[config.mk]
export PLATFORM = sky130hd
export DESIGN_NAME = dmem_arbiter
export DESIGN_NICKNAME = d
export VERILOG_FILES = /design/src/rtl/dmem_pkg.sv /design/src/rtl/dmem_prio_fsm.sv /design/src/rtl/dmem_arbiter.sv
export SDC_FILE = /design/constraint.sdc
export NUM_CORES = 1
export LEC_CHECK = 0
export ABC_AREA = 1
export BUFFER_PORTS_ARGS = -buffer_cell sky130_fd_sc_hd__buf_2
export CORE_AREA = 4 4 117 119
export CTS_CLUSTER_DIAMETER = 50
export CTS_CLUSTER_SIZE = 40
export DETAILED_ROUTE_END_ITERATION = 10
export DIE_AREA = 0 0 121 123
export MAX_ROUTING_LAYER = met4
export SYNTH_ARGS = -nofsm -noshare
export SYNTH_HDL_FRONTEND = slang
export SYNTH_HIERARCHICAL = 1
export SYNTH_SLANG_ARGS = --single-unit
[constraint.sdc]
create_clock -name clk -period 1.07 [get_ports clk]
set_input_delay 0.1605 -clock clk [delete_from_list [all_inputs] [get_ports clk]]
set_output_delay 0.1605 -clock clk [all_outputs]
set_load 0.005 [all_outputs]
[src/rtl/dmem_pkg.sv]
// Shared definitions for the data-memory arbiter.
//   owner_t          : which requester a pending read response belongs to
//   prio_t           : arbitration priority state (CPU by default, DMA after starvation)
//   STARVE_LIMIT_DEF : default count of denied DMA cycles before DMA gets priority
//   CNT_W            : width of the starvation counter
package dmem_pkg;

   typedef enum logic [1:0] {
      OWN_NONE = 2'd0,
      OWN_CPU  = 2'd1,
      OWN_DMA  = 2'd2
   } owner_t;

   typedef enum logic {
      CPU_PRIO = 1'b0,
      DMA_PRIO = 1'b1
   } prio_t;

   localparam int unsigned STARVE_LIMIT_DEF = 4;
   localparam int unsigned CNT_W            = 4;

endpackage

[src/rtl/dmem_prio_fsm.sv]
// Starvation counter and priority state machine for the data-memory arbiter.
//   clk, reset  : clock, asynchronous active-high reset
//   dma_req     : DMA is requesting this cycle
//   dma_gnt     : DMA was granted this cycle (from the arbiter's grant logic)
//   prio_state  : registered priority state (CPU_PRIO / DMA_PRIO)
//   starve_cnt  : registered count of consecutive denied DMA cycles (saturates at 15)
module dmem_prio_fsm
   import dmem_pkg::*;
#(
   parameter int unsigned STARVE_LIMIT = STARVE_LIMIT_DEF
) (
   input  logic             clk,
   input  logic             reset,
   input  logic             dma_req,
   input  logic             dma_gnt,
   output prio_t            prio_state,
   output logic [CNT_W-1:0] starve_cnt
);

   localparam logic [CNT_W-1:0] LIMIT   = CNT_W'(STARVE_LIMIT);
   localparam logic [CNT_W-1:0] CNT_MAX = '1;

   prio_t            state_q, state_d;
   logic [CNT_W-1:0] cnt_q, cnt_d;

   always_ff @(posedge clk or posedge reset) begin
      if (reset) begin
         state_q <= CPU_PRIO;
         cnt_q   <= '0;
      end else begin
         state_q <= state_d;
         cnt_q   <= cnt_d;
      end
   end

   always_comb begin
      cnt_d   = '0;
      state_d = state_q;

      if (dma_req && !dma_gnt) begin
         cnt_d = (cnt_q == CNT_MAX) ? cnt_q : cnt_q + 1'b1;
      end

      // Switch on the updated count so DMA wins in the cycle right after
      // the STARVE_LIMIT-th denial.
      case (state_q)
         CPU_PRIO: if (cnt_d >= LIMIT) state_d = DMA_PRIO;
         DMA_PRIO: if (dma_gnt)        state_d = CPU_PRIO;
         default:                      state_d = CPU_PRIO;
      endcase
   end

   assign prio_state = state_q;
   assign starve_cnt = cnt_q;

endmodule

[src/rtl/dmem_arbiter.sv]
// Two-requester arbiter (CPU MEM stage and DMA/loader) for a single-port
// data memory with one-cycle read latency.
//   clk, reset                         : clock, asynchronous active-high reset
//   cpu_req/we/addr/wdata              : CPU access request
//   cpu_stall                          : CPU request pending but not granted
//   cpu_rvalid/rdata                   : CPU load response (one cycle after grant)
//   dma_req/we/addr/wdata              : DMA access request
//   dma_gnt                            : DMA request accepted this cycle
//   dma_rvalid/rdata                   : DMA read response (one cycle after grant)
//   mem_address/write_data/write_mask  : memory port, driven by the granted requester
//   mem_memwrite/memread               : memory strobes, low when nothing is granted
//   mem_read_data                      : memory read data, one cycle after memread
module dmem_arbiter
   import dmem_pkg::*;
#(
   parameter int unsigned STARVE_LIMIT = STARVE_LIMIT_DEF
) (
   input  logic        clk,
   input  logic        reset,

   input  logic        cpu_req,
   input  logic        cpu_we,
   input  logic [31:0] cpu_addr,
   input  logic [31:0] cpu_wdata,
   output logic        cpu_stall,
   output logic        cpu_rvalid,
   output logic [31:0] cpu_rdata,

   input  logic        dma_req,
   input  logic        dma_we,
   input  logic [31:0] dma_addr,
   input  logic [31:0] dma_wdata,
   output logic        dma_gnt,
   output logic        dma_rvalid,
   output logic [31:0] dma_rdata,

   output logic [31:0] mem_address,
   output logic [31:0] mem_write_data,
   output logic [3:0]  mem_write_mask,
   output logic        mem_memwrite,
   output logic        mem_memread,
   input  logic [31:0] mem_read_data
);

   prio_t            prio_state;
   logic [CNT_W-1:0] starve_cnt;
   logic             cpu_gnt;
   owner_t           owner_q, owner_d;

   dmem_prio_fsm #(
      .STARVE_LIMIT (STARVE_LIMIT)
   ) u_prio (
      .clk        (clk),
      .reset      (reset),
      .dma_req    (dma_req),
      .dma_gnt    (dma_gnt),
      .prio_state (prio_state),
      .starve_cnt (starve_cnt)
   );

   always_comb begin
      dma_gnt        = dma_req && (!cpu_req || (prio_state == DMA_PRIO));
      cpu_gnt        = cpu_req && !dma_gnt;
      cpu_stall      = cpu_req && !cpu_gnt;

      mem_address    = '0;
      mem_write_data = '0;
      mem_write_mask = '0;
      mem_memwrite   = 1'b0;
      mem_memread    = 1'b0;
      owner_d        = OWN_NONE;

      if (cpu_gnt) begin
         mem_address    = cpu_addr;
         mem_write_data = cpu_wdata;
         mem_write_mask = cpu_we ? 4'b1111 : 4'b0000;
         mem_memwrite   = cpu_we;
         mem_memread    = !cpu_we;
         owner_d        = cpu_we ? OWN_NONE : OWN_CPU;
      end else if (dma_gnt) begin
         mem_address    = dma_addr;
         mem_write_data = dma_wdata;
         mem_write_mask = dma_we ? 4'b1111 : 4'b0000;
         mem_memwrite   = dma_we;
         mem_memread    = !dma_we;
         owner_d        = dma_we ? OWN_NONE : OWN_DMA;
      end
   end

   // Async reset of the owner drops any in-flight response immediately.
   always_ff @(posedge clk or posedge reset) begin
      if (reset) owner_q <= OWN_NONE;
      else       owner_q <= owner_d;
   end

   always_comb begin
      cpu_rvalid = (owner_q == OWN_CPU);
      dma_rvalid = (owner_q == OWN_DMA);
      cpu_rdata  = cpu_rvalid ? mem_read_data : '0;
      dma_rdata  = dma_rvalid ? mem_read_data : '0;
   end

endmodule

---- Yosys cells after proc, flatten, opt, wreduce, memory -nomap -nowiden ----
Cells that the tools add are included.
word-level totals
  output and inout port bits .............. 138
  register bits after elaboration ......... 7
  input port bits ......................... 166
  word-level logic and storage cells ...... 42
operators by class
  bitwise operators ....................... 1
  equal/unequal tests ..................... 3
  $lt $le $gt $ge ......................... 1
  $add $sub $neg .......................... 1
  reduce and logical (&&, ||, !) cells .... 10
  multiplexer cells ....................... 23
operators with widths
  kind                                                                                  count
  32-bit 2-to-1 mux                                                                     6
  4-bit 2-to-1 mux                                                                      6
  1-bit 2-to-1 mux                                                                      7
  2-bit 2-to-1 mux                                                                      3
  1-bit logical NOT                                                                     5
  4-bit by 1-bit adder with 4-bit output (second input constant)                        1
  4-bit == test (second input constant)                                                 1
  4-bit by 3-bit greater-or-equal comparator with 1-bit output (second input constant)  1
  1-bit logical AND                                                                     4
  2-bit by 1-bit == test with 1-bit output (second input constant)                      1
  2-bit == test (second input constant)                                                 1
  1-bit one-hot mux with 2 select lines                                                 1
  1-bit logical OR                                                                      1
  1-bit NOT                                                                             1

---- Depth between registers and ports, before layout ----
Gate-level depths: netlist (run 1).
  depth after elaboration ................. 9
  depth in mapped cells ................... 9
  depth with buffers taken out ............ 7

---- Hierarchy ----
Netlist (run 1), hierarchy kept.
modules (own cells, without submodules)
  module         area each (µm²)  times used  cells an instance
  dmem_arbiter   1498.9           1           345
  dmem_prio_fsm  270.3            1           35

---- Worst setup path after synthesis (run 1) ----
OpenSTA, ideal clock, no wires.
  path kind ............................... input-to-reg
  start point ............................. input port dma_req
  end point ............................... register u_prio.state_q, in the netlist u_prio/prio_state
  data required time ...................... 0.954 ns
  setup slack ............................. -0.244 ns
  stages .................................. 9
  buffers on the path ..................... 2
  arrival ................................. 1.197 ns
  library setup time ...................... 0.116 ns
  cell sequence ........................... buf_2 buf_2 inv_1 a21oi_1 nor2_1 nand3_1 nand2_1 nor2_1 nor2_2
on the way
  word-level cells in the longest chain between the ends .. 7
  elaborated cells on any way between the ends .. 8
  those cells by class .................... order compare (1); mux (4); reduce/logical (3)
ends and longest elaborated chain
  what                                                          line                 text
  start: declaration                                            dmem_arbiter.sv:29   input logic dma_req,
  1-bit logical AND (*)                                         dmem_arbiter.sv:62   dma_gnt = dma_req && (!cpu_req || (prio_state == DMA_PRIO));
  via dma_gnt                                                   dmem_arbiter.sv:33   output logic dma_gnt,
  1-bit logical NOT                                             dmem_prio_fsm.sv:40  if (dma_req && !dma_gnt) begin
  1-bit logical AND                                             dmem_prio_fsm.sv:40
  4-bit 2-to-1 mux                                              dmem_prio_fsm.sv:40
  4-bit by 3-bit greater-or-equal comparator with 1-bit output  dmem_prio_fsm.sv:47  CPU_PRIO: if (cnt_d >= LIMIT) state_d = DMA_PRIO;
  1-bit 2-to-1 mux                                              dmem_prio_fsm.sv:47
  1-bit one-hot mux with 2 select lines (*)                     dmem_prio_fsm.sv:46  case (state_q)
  via u_prio.state_d                                            dmem_prio_fsm.sv:23  prio_t state_q, state_d;
  end signal: assignment                                        dmem_prio_fsm.sv:31  state_q <= state_d;
  end: declaration                                              dmem_prio_fsm.sv:23
The timed path passes the listed nets; every way through them passes the cells marked *.

---- Worst setup path in the final report (run 1) ----
  start point ............................. register u_prio.state_q, in the netlist u_prio/prio_state
  end point ............................... output port mem_address[23]
on the way
  word-level cells in the longest chain between the ends .. 5
  elaborated cells on any way between the ends .. 6
  those cells by class .................... mux (2); reduce/logical (4)
ends and longest elaborated chain
  what                   line                text
  1-bit logical OR (*)   dmem_arbiter.sv:62
  1-bit logical AND (*)  dmem_arbiter.sv:62
  1-bit logical NOT      dmem_arbiter.sv:63  cpu_gnt = cpu_req && !dma_gnt;
  1-bit logical AND      dmem_arbiter.sv:63
  32-bit 2-to-1 mux (*)  dmem_arbiter.sv:73  if (cpu_gnt) begin
  end: declaration       dmem_arbiter.sv:37  output logic [31:0] mem_address,
Mark *: on every way between the ends. The rest lies on a longest branch, timed or not.

==> results of run 1 <==
-- what timing repair did --
| item | CTS | global route |
|---|---|---|
| resized for setup | 76 | 135 |
| setup endpoints to repair | 145 | 145 |
| hold buffers | 1 | 0 |
| setup buffers | 10 | 5 |
| endpoints found under the hold margin | 7 | 0 |
| cloned | 12 | 5 |
| pin swaps | 4 | 10 |
-- state kept, by name, summed over array words and instances, names as in the netlist --
register and flops:
u_prio/starve_cnt 4, u_prio/prio_state 1, owner_q 2
-- cell usage in the layout (no fill, tap or decap), drive strengths merged --
cell type,count
nand3b,1
ha,1
clkinv,1
nor2,70
nand2,142
dlygate4sd3,1
o21ai,1
xnor2,1
buf,348
inv,51
nor3,1
bufbuf,1
nand3,69
diode,3
a21oi,3
dfrtp,7
clkbuf,8
-- cell type report --
class,count,share of cell area [%]
Clock buffer,4,1.61
Inverter,52,4.08
Sequential cell,7,3.62
Multi-Input combinational cell,289,37.6
Tap cell,172,4.39
Timing Repair Buffer,354,48.5
Antenna cell,3,0.153
-- worst max-delay path by stage --
| stage | endpoint | slack, ps | depth (start not counted) |
|---|---|---|---|
| 6_report | mem_address[23] | -520 | 6 |
| 5_1_grt | mem_write_data[16] | -600 | 6 |
| 3_3_place_gp | mem_memwrite | -310 | 6 |
| 3_5_place_dp | mem_memwrite | -310 | 6 |
| 4_1_cts | mem_write_data[15] | -490 | 6 |
| 2_1_floorplan | u_prio/prio_state$_DFF_PP0_ | -70 | 9 |
-- worst min-delay path, delay by kind of cell --
family | cells | cell delay, ps
buffers and inverters | 3 | 190
and+or+nand+nor | 1 | 80
-- power groups by stage --
| stage | Sequential (mW) | Combinational [mW] | Clock [mW] |
|---|---|---|---|
| 4_1_cts | 0.328 | 2.90 | 0.662 |
| 6_report | 0.333 | 3.33 | 0.649 |
| 3_5_place_dp | 0.328 | 2.12 | 0 |
| 2_1_floorplan | 0.326 | 1.08 | 0 |
| 5_1_grt | 0.337 | 3.60 | 0.686 |
| 3_3_place_gp | 0.327 | 2.12 | 0 |
-- layer usage --
layer  part of all wire [%]  up-vias  track usage [%]
met5                      0        -                -
met4                    2.4        0             3.68
met3                    7.7       20             2.38
met2                     55      220             30.6
met1                     35     1672             16.6
li1                       -     1805                -
-- cells in the mapped netlist --
cell type,number
sky130_fd_sc_hd__o21ai_0,1
sky130_fd_sc_hd__buf_2,11
sky130_fd_sc_hd__ha_1,1
sky130_fd_sc_hd__nand3_1,68
sky130_fd_sc_hd__a21oi_2,1
sky130_fd_sc_hd__a21oi_1,2
sky130_fd_sc_hd__buf_6,5
sky130_fd_sc_hd__nor3_1,1
sky130_fd_sc_hd__nand3b_1,1
sky130_fd_sc_hd__dfrtp_1,7
sky130_fd_sc_hd__inv_1,52
sky130_fd_sc_hd__clkbuf_1,11
sky130_fd_sc_hd__nor2_1,68
sky130_fd_sc_hd__nor2_2,2
sky130_fd_sc_hd__nand2_1,142
sky130_fd_sc_hd__buf_4,5
sky130_fd_sc_hd__xnor2_1,1
sky130_fd_sc_hd__nand3_2,1
-- kinds of logic after synthesis --
group	Yosys count	synth area share, %
buffers and inverters	84	21.8
XOR/XNOR	1	0.495
flip-flops	7	9.90
adder cells (fa/ha/maj)	1	0.707
AND/OR/NAND/NOR	283	65.8
AO/OA/AOI/OAI	4	1.34
==> impl_metrics.toml, run 1 <==
[run_status]
result_of_the_run = "finished with violations"
failing_checks = "negative setup slack"

[min_path]
worstHoldPathCells = 4
min_from = "cpu_we"
hold_path_class = "input port to flip-flop"
min_delay_worst_endpoint = "owner_q[0]$_DFF_PP0_"

[logic_synthesis]
syn-instance-count = 380
yosysWarningCount = 6
netlist.area_leader.share_pct = 30.1
netlist_top_cells_area = "sky130_fd_sc_hd__nand2_1 (30%), sky130_fd_sc_hd__nand3_1 (19%), sky130_fd_sc_hd__nor2_1 (14%)"
ys_seq_elements = 7
ys_seq_area_share_pct = 9.90
synth_largest_area_cell = "sky130_fd_sc_hd__nand2_1"
postSynthNetCount = 547
mappedNetlistArea_sq_um = 1770
synth_unique_cells = 18
synth_area_per_cell_sq_um = 4.66

[worst_setup_path]
worstReg2RegStart = "u_prio/prio_state$_DFF_PP0_"
critical_path.most_common_cell = "sky130_fd_sc_hd__nand2_2"
timing.critical_path.from_type = "flip-flop"
rr_worst_depth = 9
slowest_stage = "sky130_fd_sc_hd__dfrtp_2"
critical_path_buf_inv_count = 3
worst_setup_path_end_kind = "output port"
list_of_cells_traversed_by_the_critical_path = "a21oi_4 > buf_6 > clkbuf_16 > nand2_2 > nand2_2 > buf_2"
path_class = "flip-flop to output port"
worst-endpoint-required_ps = 910
ff2ff_setup_slack_ps = -250
startpoint = "u_prio/prio_state$_DFF_PP0_"
cp_slowest_stage_delay_ps = 430
reg2reg_to = "u_prio/prio_state$_DFF_PP0_"
cp_top_family = "buffers and inverters"
critical_path_peak_fanout = 6
cp.arrival_ps = 1430

[placement]
dp_slack_ps = -313
place.gp.congestion = 0.814
dpl_cell_area_sq_um = 3590
place_inst = 847
io_buffer_count = 303
dp_wirelength_mm = 8.87

[global_routing]
antenna_found_initial = 3
grt_pass1_wl_mm = 17.7
globalRouteOverflowTotal = 0
vias_in_the_first_global_route = 3361
grtUsageTotal_pct = 15.7
grt_start_max_net_pins = 42

[route]
initialDrtViolationCount = 127
via_count = 3717
drt_pre_antenna_iters = 6
routed_wire_length_per_instance_microns = 15.7
drc = 0
wirelength_mm = 13.9
post_drt_via_cell_ratio = 4.22
antenna_violating_nets_remaining = 0

[floorplanning]
core_area_sq_um = 12600
top_level_ports = 304
dieArea_sq_um = 14900
chip_width_microns = 121
core.rowCount = 41
starting_density_of_the_core_pct = 14.1
die-height_microns = 123

[final_layout]
final_cell_area_sq_um = 4900
drive_gt1_share_pct = 68.0
instances_no_fill = 881
num-fill-cells = 1308
post_route_utilization_pct = 39.0
register_cell_area_after_layout_sq_um = 178
areaGrowthSynthToFinish_pct = 177
nNetsFinal = 874
multi_input_area_sq_um = 1850

[sta]
worst_clock_skew_ps = 0.781
rsz0062_at_grt = "true"
total_negative_slack_ps = -60330
final_critical_path_setup_slack_ps = -524
timing.fmax_mhz = 627
maxSlewViolCount = 0
period_minus_slack_ps = 1590
worst_slew_pin_slew_ps = 226
timing.final.hold_violations = 0
post-route-period-util_pct = 149
setup-violations-final = 145
final.hold.worst_slack_ps = 246
max_slew_margin_pct = 84.9

[power_and_ir_drop]
power.share.combinational_pct = 77.2
seq_power_share_pct = 7.7
power.density_nw_per_um2 = 880
total_switching_power_mw = 1.85
power_switching_share_pct = 42.9
relative_contribution_of_the_clock_network_to_total_power_pct = 15.0
power_consumption_mw = 4.31
internal_power_mw = 2.46
power_leakage_nw = 2.99
ir_drop_uv = 444

[run]
timing.max_cap.violations = 0

[clocking]
worstSkewPairLatency_ps = 230
cts.sink_count = 7
tritoncts.num_buffers = 3
clock_tree_from_tritoncts = "yes"
clk_pin_slew_worst_paths_ps = 40
ctsLongestPathBuffers = 2
h-tree-depth = 1
ctsRootBufferMaster = "sky130_fd_sc_hd__clkbuf_16"
Note: power is estimated with default switching activity, not from simulation.
==> run 2: changes to the inputs <==
Settings changed: BUFFER_PORTS_ARGS -buffer_cell sky130_fd_sc_hd__buf_2 to -buffer_cell sky130_fd_sc_hd__buf_4.
==> run 2 against run 1 <==
The run still ends with negative setup slack left. Maximum frequency fell by 2.7%. Critical path depth increased by 1. Clock power shrank 2%. Flip-flop and latch count stayed put. Global-route usage up 1.4 points. Total power rose by 24%. Utilization increased by 10 points. Non-clock buffer count grew 12. Via count is 1.9% higher. Critical endpoint is now mem_write_data[25]. Highest routed layer unchanged.
==> impl_metrics.toml, run 2 (synthesized netlist as in run 1, its figures left out) <==
[worst_setup_path]
worst_setup_path_end_kind = "output port"
path_class = "flip-flop to output port"
critical_path_peak_fanout = 8
timing.critical_path.from_type = "flip-flop"
worst-endpoint-required_ps = 910
cp.arrival_ps = 1480

[placement]
place_inst = 857
io_buffer_count = 303
place.gp.congestion = 0.734
dp_slack_ps = -310
dp_wirelength_mm = 9.68
dpl_cell_area_sq_um = 4430

[final_layout]
most-common-layout-cells = "sky130_fd_sc_hd__buf_4 (253), sky130_fd_sc_hd__nand2_1 (96), sky130_fd_sc_hd__buf_6 (84)"
antennaDiodeCount = 0
instances_no_fill = 890
drive_gt1_share_pct = 72.0
mostFrequentLayoutCell = "sky130_fd_sc_hd__buf_4"
areaGrowthSynthToFinish_pct = 248
final_cell_area_sq_um = 6160
largest_reg_flops = 4
nNetsFinal = 886

[sta]
max_slew_margin_pct = 85.2
timing.final.hold_violations = 0
worst_slew_pin_slew_ps = 222
maxSlewViolCount = 0
timing.fmax_mhz = 611
worst_clock_skew_ps = 1.74
final_critical_path_setup_slack_ps = -568
rsz0062_at_grt = "true"
post-route-period-util_pct = 153
period_minus_slack_ps = 1640
setup-violations-final = 145

[global_routing]
antenna_found_initial = 0
grt_pass1_wl_mm = 19.4
gr-usage-met1_pct = 19.1
vias_in_the_first_global_route = 3628
busiest_layer = "met2"
grt_start_max_net_pins = 34
grtUsageTotal_pct = 17.1
groute.layer.met2.usage_pct = 32.2
globalRouteOverflowTotal = 0
use_met3_pct = 3.34

[power_and_ir_drop]
power.density_nw_per_um2 = 870
ir_drop_uv = 504
power_consumption_mw = 5.36
power_leakage_nw = 3.31

[clocking]
clk_pin_slew_worst_paths_ps = 40
ctsRootBufferMaster = "sky130_fd_sc_hd__clkbuf_16"
worstSkewPairLatency_ps = 230
ctsLongestPathBuffers = 2
cts.sink_count = 7
tritoncts.num_buffers = 3
clock_tree_from_tritoncts = "yes"
h-tree-depth = 1

[route]
antenna_violating_nets_remaining = 0
initialDrtViolationCount = 162
wirelength_mm = 14.9
routed_wire_length_per_instance_microns = 16.8
drt_pre_antenna_iters = 4
via_count = 3788
drc = 0
post_drt_via_cell_ratio = 4.26

[min_path]
hold_path_class = "input port to flip-flop"

[run_status]
failing_checks = "negative setup slack"
result_of_the_run = "finished with violations"

[floorplanning]
top_level_ports = 304
starting_density_of_the_core_pct = 14.1
core.rowCount = 41
chip_width_microns = 121
dieArea_sq_um = 14900
core_area_sq_um = 12600
die-height_microns = 123

[run]
timing.max_cap.violations = 0
[run 2: cell count changes in the layout (fill, tap and decap cells not counted), moves of 2 or more]
cell,before,now
sky130_fd_sc_hd__buf_12,9,11
sky130_fd_sc_hd__buf_2,292,0
sky130_fd_sc_hd__buf_4,23,253
sky130_fd_sc_hd__buf_6,14,84
sky130_fd_sc_hd__diode_2,3,0
sky130_fd_sc_hd__inv_1,48,46
sky130_fd_sc_hd__nand2_1,99,96
sky130_fd_sc_hd__nand2_2,31,36
sky130_fd_sc_hd__nand2_4,10,7
sky130_fd_sc_hd__nand3_1,59,38
sky130_fd_sc_hd__nand3_2,9,26
sky130_fd_sc_hd__nand3_4,1,5
sky130_fd_sc_hd__nor2_4,45,43
[run 2: area by class of cell]
| type | count | area, sq um |
|---|---|---|
| Clock buffer | 4 | 78.8 |
| Sequential cell | 7 | 176 |
| Fill cell | 1192 | 6410 |
| Timing Repair Buffer | 366 | 3510 |
| Multi-Input combinational cell | 289 | 1980 |
| Inverter | 52 | 205 |
| Tap cell | 172 | 215 |
[run 2: what timing repair did]
item,CTS,global route
hold buffers,1,0
pin swaps,13,33
endpoints found under the hold margin,7,0
gates resized for setup,170,140
cloned,13,5
setup endpoints to repair,144,145
buffers inserted,12,9
[run 2: worst max-delay path: stages, from the launching register on]
cell                      delay [ps]
sky130_fd_sc_hd__dfrtp_1         410
sky130_fd_sc_hd__inv_2           140
sky130_fd_sc_hd__nand2_8         130
sky130_fd_sc_hd__buf_12          170
sky130_fd_sc_hd__buf_16          140
sky130_fd_sc_hd__nand3_1          70
sky130_fd_sc_hd__nand2_1          50
sky130_fd_sc_hd__buf_4           130
[run 2: layer usage]
| layer | part of all wire (%) | up-vias |
|---|---|---|
| met1 | 35 | 1726 |
| li1 | - | 1831 |
| met2 | 54 | 218 |
| met3 | 9.7 | 13 |
| met4 | 1.1 | 0 |
| met5 | 0 | - |
[run 2: power breakdown]
| group | internal (mW) | switching [mW] |
|---|---|---|
| Sequential | 0.298 | 0.0334 |
| Combinational | 2.48 | 1.91 |
| Clock | 0.496 | 0.142 |
[run 2: final timing paths]
kind | startpoint | to | slack [ps] | cells after the start
worst min register to register | u_prio/starve_cnt[1]$_DFF_PP0_ | u_prio/starve_cnt[1]$_DFF_PP0_ | 650 | 3
worst min-delay path | dma_we | owner_q[1]$_DFF_PP0_ | 300 | 4
min in group asynchronous | reset | owner_q[0]$_DFF_PP0_ | 370 | 3
max in group asynchronous | reset | u_prio/starve_cnt[1]$_DFF_PP0_ | 450 | 3
worst max-delay path | u_prio/prio_state$_DFF_PP0_ | mem_write_data[25] | -570 | 7
worst max register to register | u_prio/prio_state$_DFF_PP0_ | u_prio/prio_state$_DFF_PP0_ | -400 | 10
[run 2: through the flow]
stage	hold slack (ps)	utilization, %	TNS, ps
detailed placement	32.6	35.3	-23920
finish	302	49.0	-60840
CTS	305	44.3	-59010
global placement	30.8	35.3	-23330
floorplan	-98.3	-	-2020
global route	326	49.0	-69490
==> run 3: changes to the inputs <==
Settings changed: ABC_AREA 1 to 0, CORE_AREA 4 4 117 119 to 4 4 115 117, DIE_AREA 0 0 121 123 to 0 0 119 121.
==> run 3 against run 2 <==
The run still ends with negative setup slack left. Final area shrank 18%. Non-clock buffer count shrank 24. Sequential power shrank 9.1%. Utilization shrank 8.0 points.
==> impl_metrics.toml, run 3 <==
[min_path]
hold_path_class = "input port to flip-flop"
worstHoldPathCells = 3
min_from = "dma_we"
min_delay_worst_endpoint = "owner_q[1]$_DFF_PP0_"

[global_routing]
grt_start_max_net_pins = 46
antenna_found_initial = 0
vias_in_the_first_global_route = 3120
grtUsageTotal_pct = 13.8
busiest_layer = "met2"
globalRouteOverflowTotal = 0
use_met3_pct = 2.89
gr-usage-met1_pct = 13.0
grt_pass1_wl_mm = 15.8
groute.layer.met2.usage_pct = 27.7

[placement]
dp_wirelength_mm = 8.20
place.gp.congestion = 0.789
dpl_cell_area_sq_um = 4110
io_buffer_count = 303

[route]
via_count = 3082
antenna_violating_nets_remaining = 0
routed_wire_length_per_instance_microns = 17.0
post_drt_via_cell_ratio = 4.48
wirelength_mm = 11.7
drt_pre_antenna_iters = 6
initialDrtViolationCount = 98
drc = 0

[logic_synthesis]
synth_largest_area_cell = "sky130_fd_sc_hd__a32o_1"
ys_seq_area_share_pct = 10.8
postSynthNetCount = 367
most_used_flip_flop_cell_after_synthesis = "sky130_fd_sc_hd__dfrtp_1"
mappedNetlistArea_sq_um = 1630
synth_unique_cells = 27
synth-async-reset-ratio_pct = 100
synth-edff-count = 0
netlist_top_cells_count = "sky130_fd_sc_hd__and2_1 (66), sky130_fd_sc_hd__a32o_1 (65), sky130_fd_sc_hd__buf_2 (13), sky130_fd_sc_hd__clkbuf_1 (10), sky130_fd_sc_hd__dfrtp_1 (7)"
yosysWarningCount = 6
ys_seq_elements = 7
netlist_top_cells_area = "sky130_fd_sc_hd__a32o_1 (40%), sky130_fd_sc_hd__and2_1 (25%), sky130_fd_sc_hd__dfrtp_1 (11%)"
syn-instance-count = 200
netlist.area_leader.share_pct = 40.0
synth_area_per_cell_sq_um = 8.13
synthMostInstantiatedCell = "sky130_fd_sc_hd__and2_1"

[floorplanning]
die-height_microns = 121
core.rowCount = 41
starting_density_of_the_core_pct = 13.1
dieArea_sq_um = 14400
top_level_ports = 304
chip_width_microns = 119
core_area_sq_um = 12400

[final_layout]
most-common-layout-cells = "sky130_fd_sc_hd__buf_4 (236), sky130_fd_sc_hd__buf_6 (94), sky130_fd_sc_hd__and2_4 (65)"
nNetsFinal = 684
drive_gt1_share_pct = 84.3
antennaDiodeCount = 0
final_cell_area_sq_um = 5070
mostFrequentLayoutCell = "sky130_fd_sc_hd__buf_4"
areaGrowthSynthToFinish_pct = 212
post_route_utilization_pct = 41.0
largest_reg_flops = 4

[worst_setup_path]
timing.critical_path.from_type = "flip-flop"
worst_setup_path_end_kind = "output port"
rr_worst_depth = 6
ff2ff_setup_slack_ps = -350
reg2reg_to = "u_prio/prio_state$_DFF_PP0_"
cp.arrival_ps = 1450
critical_path_peak_fanout = 37
worst-endpoint-required_ps = 910
path_class = "flip-flop to output port"
worstReg2RegStart = "u_prio/prio_state$_DFF_PP0_"

[run_status]
failing_checks = "negative setup slack"
result_of_the_run = "finished with violations"

[power_and_ir_drop]
power_leakage_nw = 2.56
ir_drop_uv = 399
power.density_nw_per_um2 = 624

[sta]
post-route-period-util_pct = 150
rsz0062_at_grt = "true"
final_critical_path_setup_slack_ps = -537
timing.final.hold_violations = 0
period_minus_slack_ps = 1610
worst_slew_pin_slew_ps = 467
worst_clock_skew_ps = 0.480
setup-violations-final = 143
timing.fmax_mhz = 622
max_slew_margin_pct = 68.9
maxSlewViolCount = 0

[clocking]
worstSkewPairLatency_ps = 230
cts.sink_count = 7
clock_tree_from_tritoncts = "yes"
tritoncts.num_buffers = 3
h-tree-depth = 1
ctsRootBufferMaster = "sky130_fd_sc_hd__clkbuf_16"
clk_pin_slew_worst_paths_ps = 40
ctsLongestPathBuffers = 2

[run]
timing.max_cap.violations = 0
## run 3: cell count changes after synthesis, moves of 3 or more
cell / before / now
sky130_fd_sc_hd__nor2b_1: 0 / 3
sky130_fd_sc_hd__inv_1: 52 / 3
sky130_fd_sc_hd__and2_1: 0 / 66
sky130_fd_sc_hd__nand3_1: 68 / 1
sky130_fd_sc_hd__nor2_1: 68 / 5
sky130_fd_sc_hd__a32o_1: 0 / 65
sky130_fd_sc_hd__nand2_1: 142 / 1
## run 3: cells by family after synthesis
group	Yosys count	synth area share [%]
compound gates	72	43.1
fa+ha+maj	1	0.770
flops	7	10.8
buf+inv	35	12.1
xor+xnor	1	0.539
simple gates	83	32.1
mux	1	0.616
## run 3: what timing repair did
item | CTS | global route
hold endpoints to repair | 7 | 0
pin swaps | 18 | 51
endpoints found under the setup margin | 143 | 144
setup buffers | 14 | 8
gates resized for setup | 70 | 116
hold buffers | 1 | 0
cloned | 7 | 3
## run 3: metal layers
layer	routed length, microns	share of wire, %
met1	3830	33
met3	1010	8.6
met5	0	0
met4	365	3.1
met2	6520	56
## run 3: stage by stage
step           worst slack (ps)  hold slack (ps)  power (mW)  cells  setup TNS (ps)
2_1_floorplan              -352            -98.3       0.960    200          -10370
4_1_cts                    -553              204        3.01    682          -64240
3_5_place_dp               -563             41.7        2.10    656          -55370
6_report                   -537              207        3.16    688          -63540
5_1_grt                    -581              216        3.35    688          -69480
3_3_place_gp               -516             40.6        2.08    656          -52350
## run 3: worst max-delay path by stage
| stage | startpoint | slack, ps | to | depth (start not counted) |
|---|---|---|---|---|
| detailed placement | owner_q[0]$_DFF_PP0_ | -560 | dma_rdata[8] | 3 |
| global placement | owner_q[1]$_DFF_PP0_ | -520 | dma_rdata[4] | 3 |
| finish | u_prio/prio_state$_DFF_PP0_ | -540 | mem_write_data[2] | 4 |
| floorplan | u_prio/prio_state$_DFF_PP0_ | -350 | u_prio/prio_state$_DFF_PP0_ | 7 |
| global route | u_prio/prio_state$_DFF_PP0_ | -580 | mem_write_mask[1] | 4 |
| CTS | u_prio/prio_state$_DFF_PP0_ | -550 | mem_address[10] | 4 |
## run 3: cell type report
type / instances / area, sq um
fillers: 1180 / 7300
repair buffers: 342 / 3070
multi-input cells: 160 / 1510
well taps: 172 / 215
flip-flops and latches: 7 / 179
clock buffers: 4 / 78.8
inverters: 3 / 11.3
## run 3: critical path, cell delays in order (launching register included)
cell and delay, ps:
sky130_fd_sc_hd__dfrtp_2 420, sky130_fd_sc_hd__nand2b_4 180, sky130_fd_sc_hd__buf_12 170, sky130_fd_sc_hd__a32o_1 280
sky130_fd_sc_hd__buf_4 140
## run 3: power by group
part           switching [mW]  total (mW)  internal, mW
Sequential             0.0178       0.301         0.283
Clock                   0.139       0.635         0.496
Combinational           0.786        2.23          1.44
Total                   0.943        3.16          2.22
